==> src/rtl/sync_fifo_thr.sv <==
// -----------------------------------------------------------------------------
// sync_fifo_thr
//
// Single-clock FIFO for buffering within one clock domain. It supports any
// depth of 2 or more, programmable almost-full and almost-empty thresholds,
// an occupancy count, a selectable read mode and sticky error flags.
//
// Ports
//   CLK           single clock, rising edge
//   RST           synchronous active-low reset
//   W_INC         write request
//   WR_DATA       write data
//   R_INC         read request (in FWFT mode this acknowledges a pop)
//   RD_DATA       read data
//   RD_VALID      RD_DATA holds valid data
//   FULL          COUNT == FIFO_DEPTH
//   EMPTY         COUNT == 0
//   ALMOST_FULL   COUNT >= AFULL_THR
//   ALMOST_EMPTY  COUNT <= AEMPTY_THR
//   COUNT         current occupancy
//   OVERFLOW      sticky: a write was rejected
//   UNDERFLOW     sticky: a read was rejected
//   CLR_ERR       clears OVERFLOW and UNDERFLOW
//
// Parameters
//   DATA_WIDTH    data word width
//   FIFO_DEPTH    number of entries (any value >= 2)
//   ADDRESS_WIDTH pointer width, 2**ADDRESS_WIDTH >= FIFO_DEPTH
//   AFULL_THR     almost-full threshold
//   AEMPTY_THR    almost-empty threshold
//   FWFT          0 = registered read (1-cycle latency), 1 = first-word-fall-through
// -----------------------------------------------------------------------------
module sync_fifo_thr #(
  parameter int DATA_WIDTH    = 8,
  parameter int FIFO_DEPTH    = 8,
  parameter int ADDRESS_WIDTH = 3,
  parameter int AFULL_THR     = 6,
  parameter int AEMPTY_THR    = 2,
  parameter int FWFT          = 0
) (
  input  logic                   CLK,
  input  logic                   RST,
  input  logic                   W_INC,
  input  logic [DATA_WIDTH-1:0]  WR_DATA,
  input  logic                   R_INC,
  output logic [DATA_WIDTH-1:0]  RD_DATA,
  output logic                   RD_VALID,
  output logic                   FULL,
  output logic                   EMPTY,
  output logic                   ALMOST_FULL,
  output logic                   ALMOST_EMPTY,
  output logic [ADDRESS_WIDTH:0] COUNT,
  output logic                   OVERFLOW,
  output logic                   UNDERFLOW,
  input  logic                   CLR_ERR
);

  localparam int CW = ADDRESS_WIDTH + 1;

  localparam logic [ADDRESS_WIDTH-1:0] LAST_PTR   = ADDRESS_WIDTH'(FIFO_DEPTH - 1);
  localparam logic [CW-1:0]            DEPTH_CNT  = CW'(FIFO_DEPTH);
  localparam logic [CW-1:0]            AFULL_CNT  = CW'(AFULL_THR);
  localparam logic [CW-1:0]            AEMPTY_CNT = CW'(AEMPTY_THR);

  logic [DATA_WIDTH-1:0]    mem [FIFO_DEPTH];
  logic [ADDRESS_WIDTH-1:0] wr_ptr;
  logic [ADDRESS_WIDTH-1:0] rd_ptr;
  logic [CW-1:0]            count_next;
  logic                     wr_ok;
  logic                     rd_ok;

  // Pointers wrap at FIFO_DEPTH-1, so any depth works, not only powers of two.
  function automatic logic [ADDRESS_WIDTH-1:0] ptr_inc(input logic [ADDRESS_WIDTH-1:0] p);
    return (p == LAST_PTR) ? '0 : p + 1'b1;
  endfunction

  // Acceptance uses only registered flags, so there is no combinational path
  // from the request inputs to any flag. A full FIFO still takes a write when
  // a read frees a slot on the same edge.
  assign rd_ok = R_INC & ~EMPTY;
  assign wr_ok = W_INC & (~FULL | rd_ok);

  // NOTE: every variable assigned in a combinational block gets a default
  // first; a missing assignment on some path would infer a latch.
  always_comb begin
    count_next = COUNT;
    if (wr_ok && !rd_ok)      count_next = COUNT + 1'b1;
    else if (rd_ok && !wr_ok) count_next = COUNT - 1'b1;
  end

  // NOTE: the storage array has no reset; clearing it would only cost logic,
  // because the pointers and COUNT already make stale entries unreachable.
  // Writes are blocked while reset is held so a reset edge never stores data.
  always_ff @(posedge CLK) begin
    if (RST && wr_ok) mem[wr_ptr] <= WR_DATA;
  end

  // NOTE: state registers use non-blocking assignments only, so every flop
  // samples the pre-edge values regardless of statement order.
  always_ff @(posedge CLK) begin
    if (!RST) begin
      wr_ptr       <= '0;
      rd_ptr       <= '0;
      COUNT        <= '0;
      EMPTY        <= 1'b1;
      ALMOST_EMPTY <= 1'b1;
      FULL         <= 1'b0;
      ALMOST_FULL  <= 1'b0;
      OVERFLOW     <= 1'b0;
      UNDERFLOW    <= 1'b0;
    end else begin
      if (wr_ok) wr_ptr <= ptr_inc(wr_ptr);
      if (rd_ok) rd_ptr <= ptr_inc(rd_ptr);
      COUNT        <= count_next;
      // Flags come from the next count so they move on the same edge as COUNT.
      FULL         <= (count_next == DEPTH_CNT);
      EMPTY        <= (count_next == '0);
      ALMOST_FULL  <= (count_next >= AFULL_CNT);
      ALMOST_EMPTY <= (count_next <= AEMPTY_CNT);
      // A new rejection beats a clear request in the same cycle.
      OVERFLOW     <= (W_INC & ~wr_ok) | (OVERFLOW  & ~CLR_ERR);
      UNDERFLOW    <= (R_INC & ~rd_ok) | (UNDERFLOW & ~CLR_ERR);
    end
  end

  generate
    if (FWFT == 0) begin : g_registered
      logic [DATA_WIDTH-1:0] rd_data_q;
      logic                  rd_valid_q;

      // RD_DATA holds the last popped word; RD_VALID pulses for one cycle
      // after each accepted read.
      always_ff @(posedge CLK) begin
        if (!RST) begin
          rd_data_q  <= '0;
          rd_valid_q <= 1'b0;
        end else begin
          rd_valid_q <= rd_ok;
          if (rd_ok) rd_data_q <= mem[rd_ptr];
        end
      end

      assign RD_DATA  = rd_data_q;
      assign RD_VALID = rd_valid_q;
    end else begin : g_fwft
      // The head entry is presented directly. It is forced to zero while
      // empty so the output never shows a stale or uninitialised entry.
      assign RD_DATA  = EMPTY ? '0 : mem[rd_ptr];
      assign RD_VALID = ~EMPTY;
    end
  endgenerate

endmodule

==> config.mk <==
export PLATFORM = sky130hd
export DESIGN_NAME = sync_fifo_thr
export DESIGN_NICKNAME = d
export VERILOG_FILES = /design/src/rtl/sync_fifo_thr.sv
export SDC_FILE = /design/constraint.sdc
export NUM_CORES = 1
export LEC_CHECK = 0
export ABC_AREA = 1
export CAP_MARGIN = 15
export CORE_MARGIN = 1
export CORE_UTILIZATION = 55
export DETAILED_ROUTE_END_ITERATION = 6
export PLACE_DENSITY = 0.77
export SLEW_MARGIN = 20
export SYNTH_ARGS = -nofsm -noshare
export SYNTH_HDL_FRONTEND = slang
export SYNTH_SLANG_ARGS = --single-unit
==> constraint.sdc <==
create_clock -name CLK -period 2.26 [get_ports CLK]
set_input_delay 0.452 -clock CLK [delete_from_list [all_inputs] [get_ports CLK]]
set_output_delay 0.452 -clock CLK [all_outputs]
set_load 0.03 [all_outputs]
## Yosys cells after proc, flatten, opt, wreduce, memory -nomap -nowiden

Memory sizes are Yosys's and may differ from the RTL's. A register that Yosys moved wholly into a read port is not among the register bits.
Index checks and enable logic that the tools add are counted.

- Flip-flop bits (word level): 17
- Bits in writable memories: 64
- Bits of input ports: 13
- Output and inout bits: 19
- Logic and storage cells: 47
- Memories kept: 1

- $add $sub $neg: 4
- Magnitude comparators: 2
- Equal/unequal tests: 3
- Mux-type cells: 6
- Bitwise gates (word level): 14
- Reductions and logical operators: 7

Memory list:

| memory | words | width | rd ports | clocked after memory_dff | wr ports | RTL line | text |
|---|---|---|---|---|---|---|---|
| mem | 8 | 8 | 1 | 1 | 1 | 65 | `logic [DATA_WIDTH-1:0] mem [FIFO_DEPTH];` |

Operators by type and width:

| cell | count |
|---|---|
| $mux 4 | 2 |
| $add 3x1->3 const B | 2 |
| $and 1x1->1 | 6 |
| $eq 3x3->1 const B | 2 |
| $mux 3 | 2 |
| $not 1->1 | 5 |
| $add 4x1->4 const B | 1 |
| $eq 4x4->1 const B | 1 |
| $ge 4x3->1 const B | 1 |
| $le 4x2->1 const B | 1 |
| $logic_not 4->1 | 1 |
| $sub 4x1->4 const B | 1 |
| $logic_and 1x1->1 | 3 |
| $logic_not 1->1 | 3 |
| $or 1x1->1 | 3 |
| $mux 1 | 2 |

## Longest topological paths before layout

Gate-level depths: netlist of the first run.

- Depth in word-level cells: 9
- Depth in mapped cells: 12

## Least setup slack after synthesis of the first run

OpenSTA, ideal clock, no wires.

- Path kind: flip-flop to flip-flop
- Start: register EMPTY
- End: memory mem[0][0], enable pin
- Library setup time: 0.370 ns
- Arrival time: 1.415 ns
- Data required time: 1.890 ns
- Slack: 0.475 ns
- Cell stages (with the launch flop): 6
- Cells stage by stage: dfxtp_1 > nor2_4 > o21ai_1 > nor2_1 > nand2_1 > nor2_1

- Longest elaborated chain between the ends: 7

Ends and longest elaborated chain:

| what | RTL line | text |
|---|---|---|
| start: declaration | 49 | `output logic EMPTY,` |
| start signal: assignment | 117 | `EMPTY <= (count_next == '0);` |
| $not 1->1 | 80 | `assign rd_ok = R_INC & ~EMPTY;` |
| $and 1x1->1 | 80 |  |
| $or 1x1->1 | 81 | `assign wr_ok = W_INC & (~FULL \| rd_ok);` |
| $and 1x1->1 | 81 |  |
| $logic_and 1x1->1 | 95 | `if (RST && wr_ok) mem[wr_ptr] <= WR_DATA;` |
| $mux 1 | 95 |  |
| $mux 1 (implied by the code) | 95 |  |
| end: declaration | 65 |  |

Every way passes these cells.

## Worst setup path in the final report of the first run

- Start: register COUNT[2]
- End: output port COUNT[2]

RTL lines:

| what | RTL line | text |
|---|---|---|
| start: declaration | 52 | `output logic [ADDRESS_WIDTH:0] COUNT,` |
| start signal: assignment | 114 | `COUNT <= count_next;` |

No word-level cell between the ends.

==> results.sh, run 1 <==
export IMPL_path_class="reg2out"
export IMPL_cts_sinks=89
export IMPL_worstMarginPinSlew_ps=442
export IMPL_clk_path_buf_depth=2
export IMPL_crit_path_start_kind="register"
export IMPL_setup_violations=0
export IMPL_core_area_um2=6390
export IMPL_fmax_mhz=501
export IMPL_h_tree_depth=3
export IMPL_cts_hold_buf=0
export IMPL_drive_gt1_frac=0.103
export IMPL_cts_tree="yes"
export IMPL_synth_compound_area_frac=0.133
export IMPL_ys_ff_latch=89
export IMPL_synth_top_family_by_area="compound AO/OA/AOI/OAI gates"
export IMPL_yosys_top_cells_area="edfxtp_1 (53%), dfxtp_1 (14%), o21ai_0 (6.3%)"
export IMPL_clk_latency_ps=370
export IMPL_drv_cap=0
export IMPL_power_frac_seq=0.515
export IMPL_numPortBuffers=31
export IMPL_hold_viol_final=0
export IMPL_fin_util=0.676
export IMPL_reg2reg_depth=6
export IMPL_io_pins=32
export IMPL_hpwl_um=5430
export IMPL_die_area_um2=6960
export IMPL_final_setup_tns_ps=0
export IMPL_met2_usage=0.396
export IMPL_hold_slack_ps=477
export IMPL_crit_path_max_fanout=7
export IMPL_final_instance_count_excl_fill=467
export IMPL_comb_power_share=0.176
export IMPL_vias=2561
export IMPL_yosys_warnings=0
export IMPL_hold_depth=2
export IMPL_cp_top_family="buffers and inverters"
export IMPL_use_met1=0.279
export IMPL_dp_slack_ps=181
export IMPL_synth_area_um2=3640
export IMPL_cp_end_kind="primary output"
export IMPL_fin_crit_sh=0.883
export IMPL_powerDensity_nw_per_um2=845
export IMPL_setup_slack_ps=265
export IMPL_muxShareOfSynthArea=0
export IMPL_diodes=0
export IMPL_routabilityCongestion=0.938
export IMPL_post_cts_buffers=0
export IMPL_status="finished clean"
export IMPL_grt_pass1_wl_um=12100
export IMPL_power_mw=3.64
export IMPL_final_area_um2=4320
export IMPL_synth_top_area_frac=0.527
export IMPL_detail_route_antenna_nets=0
export IMPL_synthAdderAreaFrac=0.0206
export IMPL_drc=0
export IMPL_synth_area_per_cell_um2=10.7
export IMPL_clkSlewWorstSetupHoldPaths_ps=80
export IMPL_area_delta_synth_final_pct=18.4
export IMPL_finalClockSkew_ps=16.3
export IMPL_track_usage=0.238
export IMPL_final_max_slew_violation_count=0
export IMPL_place_area_um2=4110
export IMPL_crit_chain="clkdlybuf4s50_1"
export IMPL_finalCriticalPeriod_ps=1990
export IMPL_cpMaxStageDelayCell="clkdlybuf4s50_1"
export IMPL_top_usage_layer="met2"
export IMPL_path_depth=1
export IMPL_root_buffer="clkbuf_8"
export IMPL_cts_buffers=9
export IMPL_placedCellCount=451
export IMPL_layout_nets=404
export IMPL_internal_power_mw=2.66
export IMPL_relSlewSlack=0.704
export IMPL_grt_pass1_vias=2435
export IMPL_max_stage_delay_ps=720
export IMPL_synth_area_leader_cell="edfxtp_1"
export IMPL_p_leak_nw=1.65
export IMPL_avgViaCountPerCell=5.48
export IMPL_rsz0062_at_grt="false"
export IMPL_synth_simple_gate_area_frac=0.130
export IMPL_cp_num_buf_inv=1
export IMPL_routed_wl_um=7820
export IMPL_p_sw_frac=0.271
export IMPL_synth_seq_area_share=0.665
export IMPL_use_met3=0.0795
export IMPL_dr_pass1_iters=5
export IMPL_dieWidth_um=83.4
export IMPL_power_switching_mw=0.989
export IMPL_syn_inst=341
export IMPL_ir_drop_uv=700
export IMPL_chipHeight_um=83.4
export IMPL_synth_xor_area_frac=0.00240
export IMPL_worstPathRequired_ps=1810
export IMPL_overflow=0
export IMPL_synth_distinct_cells=25
export IMPL_syn_nets=360
export IMPL_start_util=0.571
export IMPL_rows=29
export IMPL_grt_max_degree=28
export IMPL_post_cts_resized=0
export IMPL_wl_per_cell_um=16.7
export IMPL_min_path_type="reg2reg"
export IMPL_dr_first_iter_drc_count=132
export IMPL_clkPwrFrac=0.308
export IMPL_antenna_found_initial=0
export IMPL_arrival_ps=1540
-- cells by family after synthesis --
family                     Yosys count
and+or+nand+nor                    112
buffers and inverters               45
xor gates and xnor gates             1
adders and majority gates            6
DFF                                 89
AOI/OAI and AO/OA                   88
-- cell usage after synthesis --
library cell / count
or2_0: 1
inv_2: 4
o211ai_1: 16
a21oi_1: 24
nand4_1: 1
ha_1: 6
edfxtp_1: 64
clkbuf_1: 4
buf_2: 8
o21ai_0: 46
nor2_2: 1
nand2_4: 1
nor2_1: 51
nor2_4: 1
xnor2_1: 1
clkinv_1: 1
dfxtp_1: 25
nand2_2: 2
o21ai_1: 1
inv_1: 26
nand3_1: 9
clkbuf_2: 2
nand2_1: 44
o21ai_2: 1
nand3_4: 1
-- flip-flops by register name (all words and copies together), names as in the netlist --
signal	flops
RD_VALID	1
UNDERFLOW	1
wr_ptr	3
EMPTY	1
FULL	1
ALMOST_EMPTY	1
RD_DATA	8
OVERFLOW	1
mem	64
COUNT	4
ALMOST_FULL	1
rd_ptr	3
-- power groups by stage --
stage | Clock (mW) | Combinational [mW] | Sequential (mW)
finish | 1.12 | 0.643 | 1.88
floorplan | 0 | 0.333 | 1.98
global placement | 0 | 0.628 | 1.91
CTS | 1.14 | 0.643 | 1.88
global route | 1.19 | 0.710 | 1.89
detailed placement | 0 | 0.639 | 1.92
-- layer usage --
layer  routed length [um]  vias up  share of wire
li1                     -     1260              -
met1                 3190     1183           0.41
met2                 3840       99           0.49
met3                  580       19          0.074
met4                  206        0          0.026
met5                    0        -              0
-- area by class of cell --
class                           instances  area, um2
Inverter                               31        116
Tap cell                               77       96.3
Clock buffer                           13        170
Clock inverter                          3       38.8
Multi-Input combinational cell        207       1040
Sequential cell                        89       2420
Timing Repair Buffer                   47        430
Fill cell                             466       2070
-- path summary, 6_finish.rpt --
check / from / end / slack [ps]
worst max-delay path: COUNT[2]$_SDFF_PN0_ / COUNT[2] / 270
worst min-delay path: UNDERFLOW$_SDFF_PN0_ / UNDERFLOW$_SDFF_PN0_ / 480
worst max register to register: rd_ptr[1]$_SDFFE_PN0P_ / RD_DATA[1]$_SDFFE_PN0P_ / 700
worst min register to register: UNDERFLOW$_SDFF_PN0_ / UNDERFLOW$_SDFF_PN0_ / 480
-- layout by cell type (no fill, tap or decap), types with 2 or more instances in the layout --
cell type	count
clkbuf_8	10
buf_4	16
ha_1	6
inv_1	26
inv_2	4
nor2_1	51
clkbuf_1	2
nand2_1	44
clkinv_1	2
o21ai_0	46
clkdlybuf4s50_1	31
nand2_2	2
o211ai_1	16
nand3_1	9
edfxtp_1	64
dfxtp_1	25
a21oi_1	24
(Power assumes the default switching activity.)
==> run 2: changes to the inputs <==
--- a/config.mk
+++ b/config.mk
@@ -5,12 +5,12 @@
 export SDC_FILE = /design/constraint.sdc
 export NUM_CORES = 1
 export LEC_CHECK = 0
-export ABC_AREA = 1
 export CAP_MARGIN = 15
 export CORE_MARGIN = 1
 export CORE_UTILIZATION = 55
 export DETAILED_ROUTE_END_ITERATION = 6
 export PLACE_DENSITY = 0.77
+export REMOVE_ABC_BUFFERS = 1
 export SLEW_MARGIN = 20
 export SYNTH_ARGS = -nofsm -noshare
 export SYNTH_HDL_FRONTEND = slang
==> run 2 against run 1 <==
  * Non-clock buffer count rose by 11
  * Critical path depth stayed put
  * Power rose by 3.9%
  * Flip-flop and latch count unchanged
  * First-iteration DRC count up 33%
  * Core utilization increased by 3.2 points
  * Die area shrank 2.0%
  * Clock skew shrank 7.3 ps
  * Maximum frequency down 1.6%
  * Setup slack worse by 33 ps
  * Cell area hardly changed
  * Via count fell by 22%
  * Critical path type unchanged
  * Largest cell class unchanged
==> results.sh, run 2 <==
export IMPL_fill_cells=431
export IMPL_synth_area_leader_cell="edfxtp_1"
export IMPL_crit_chain="clkdlybuf4s50_1"
export IMPL_synth_area_um2=3570
export IMPL_area_delta_synth_final_pct=20.8
export IMPL_detail_route_antenna_nets=0
export IMPL_drv_cap=0
export IMPL_dr_first_iter_drc_count=176
export IMPL_synth_area_per_cell_um2=16.5
export IMPL_rsz0062_at_grt="false"
export IMPL_status="finished clean"
export IMPL_top_register="mem"
export IMPL_ys_flop_type="edfxtp_1"
export IMPL_wl_per_cell_um=18.1
export IMPL_synthTopCellsByCount="edfxtp_1 (64), dfxtp_1 (25), mux4_2 (16), mux2i_1 (11)"
export IMPL_syn_inst=216
export IMPL_crit_path_max_fanout=7
export IMPL_dieWidth_um=82.6
export IMPL_p_leak_nw=1.48
export IMPL_clk_latency_ps=360
export IMPL_synth_seq_area_share=0.679
export IMPL_post_cts_buffers=0
export IMPL_ff2ff_setup_slack_ps=550
export IMPL_cts_buffers=9
export IMPL_core_area_um2=6100
export IMPL_avgViaCountPerCell=5.61
export IMPL_largest_reg_flops=64
export IMPL_timing_rr_start="COUNT[0]$_SDFF_PN0_"
export IMPL_final_setup_tns_ps=0
export IMPL_track_usage=0.214
export IMPL_cts_tree="yes"
export IMPL_cts_sinks=89
export IMPL_io_pins=32
export IMPL_finalCriticalPeriod_ps=2030
export IMPL_die_area_um2=6810
export IMPL_max_stage_delay_ps=730
export IMPL_h_tree_depth=3
export IMPL_drc=0
export IMPL_yosys_warnings=0
export IMPL_fin_crit_sh=0.897
export IMPL_min_path_type="reg2reg"
export IMPL_worstMarginPinSlew_ps=356
export IMPL_worstPathRequired_ps=1810
export IMPL_setup_worst_path_start="COUNT[1]$_SDFF_PN0_"
export IMPL_cts_hold_buf=0
export IMPL_yosys_top_cells_area="edfxtp_1 (54%), dfxtp_1 (14%), mux4_2 (10%)"
export IMPL_fmax_mhz=493
export IMPL_synth_edf_count=64
export IMPL_vias=1987
export IMPL_grt_max_degree=20
export IMPL_grt_pass1_vias=1893
export IMPL_final_max_slew_violation_count=0
export IMPL_ys_ff_latch=89
export IMPL_root_buffer="clkbuf_8"
export IMPL_hold_viol_final=0
export IMPL_hold_end="UNDERFLOW$_SDFF_PN0_"
export IMPL_grt_pass1_wl_um=9960
export IMPL_diodes=0
export IMPL_finalClockSkew_ps=9.06
export IMPL_routed_wl_um=6400
export IMPL_rows=28
export IMPL_chipHeight_um=82.6
export IMPL_antenna_found_initial=0
export IMPL_powerDensity_nw_per_um2=878
export IMPL_relSlewSlack=0.763
export IMPL_synth_top_area_frac=0.539
export IMPL_layout_nets=293
export IMPL_layout_common_cells="edfxtp_1 (64), clkdlybuf4s50_1 (31), buf_4 (27), dfxtp_1 (25), mux4_2 (16)"
export IMPL_arrival_ps=1580
export IMPL_cp_top_family="buffers and inverters"
export IMPL_ir_drop_uv=895
export IMPL_synth_distinct_cells=42
export IMPL_r2r_end="EMPTY$_SDFF_PN1_"
export IMPL_overflow=0
export IMPL_dr_pass1_iters=4
export IMPL_clk_path_buf_depth=2
export IMPL_fin_util=0.707
export IMPL_crit_path_start_kind="register"
export IMPL_hold_depth=2
export IMPL_reg2reg_depth=6
export IMPL_routabilityCongestion=0.793
export IMPL_numPortBuffers=31
export IMPL_path_class="reg2out"
export IMPL_async_flop_share=0
export IMPL_yosysMostFrequentCell="edfxtp_1"
export IMPL_start_util=0.585
export IMPL_cp_end_kind="primary output"
export IMPL_layout_commonest_cell="edfxtp_1"
export IMPL_clkSlewWorstSetupHoldPaths_ps=90
export IMPL_cp_num_buf_inv=1
export IMPL_hpwl_um=4420
export IMPL_cpMaxStageDelayCell="clkdlybuf4s50_1"
export IMPL_min_from="UNDERFLOW$_SDFF_PN0_"
export IMPL_post_cts_resized=0
export IMPL_setup_violations=0
export IMPL_drive_gt1_frac=0.237
-- run 2: cell types whose count changed after synthesis, sizes merged, moves of 12 or more --
cell / change
inv: -26
a21oi: -14
o211ai: -16
nand2: -41
o21ai: -38
mux2i: +12
mux4: +16
nor2: -42
-- run 2: cell families (layout without fill, tap and decap cells) --
kind of cell    after synthesis  in the layout  share of synthesized area
xor+xnor                      3              3                    0.00736
flops                        89             89                      0.679
simple gates                 42             42                     0.0705
buf+inv                      15             78                     0.0210
compound gates               33             33                     0.0656
mux                          28             28                      0.136
fa+ha+maj                     6              6                     0.0210
-- run 2: stage by stage --
stage	setup slack, ps	hold WS (ps)	power (mW)	area (um2)	instances
6_report	232	530	3.79	4310	354
5_1_grt	147	576	3.94	4310	354
4_1_cts	213	541	3.82	4310	354
3_5_place_dp	73.7	510	2.77	4120	338
3_3_place_gp	113	494	2.75	4120	338
2_1_floorplan	38.6	523	2.45	3510	205
-- run 2: area by class of cell --
cell class	instances	area, um2	share of cell area
inverter	4	15.0	0.00348
multi-input combinational	112	1070	0.249
clock buffer	9	124	0.0287
sequential	89	2420	0.562
timing repair buffer	58	513	0.119
tap	75	93.8	0.0218
clock inverter	7	70.1	0.0163
-- run 2: per-layer routing --
metal  wire [um]  track usage  up-vias
met2        3230        0.355       53
li1            -            -      952
met1        2780        0.273      976
met4          56       0.0672        0
met5           0            0        -
met3         338       0.0626        6
-- run 2: worst max path at each step --
stage | to | slack (ps) | cells past startpoint
5_1_grt | COUNT[1] | 150 | 1
6_report | COUNT[1] | 230 | 1
2_1_floorplan | FULL$_SDFF_PN0_ | 40 | 5
3_3_place_gp | mem[6][4]$_DFFE_PP_ | 110 | 6
3_5_place_dp | FULL$_SDFF_PN0_ | 70 | 6
4_1_cts | COUNT[0] | 210 | 1
-- run 2: power breakdown --
part	switching, mW	internal, mW
logic	0.434	0.372
registers	0.0805	1.84
clock network	0.549	0.508
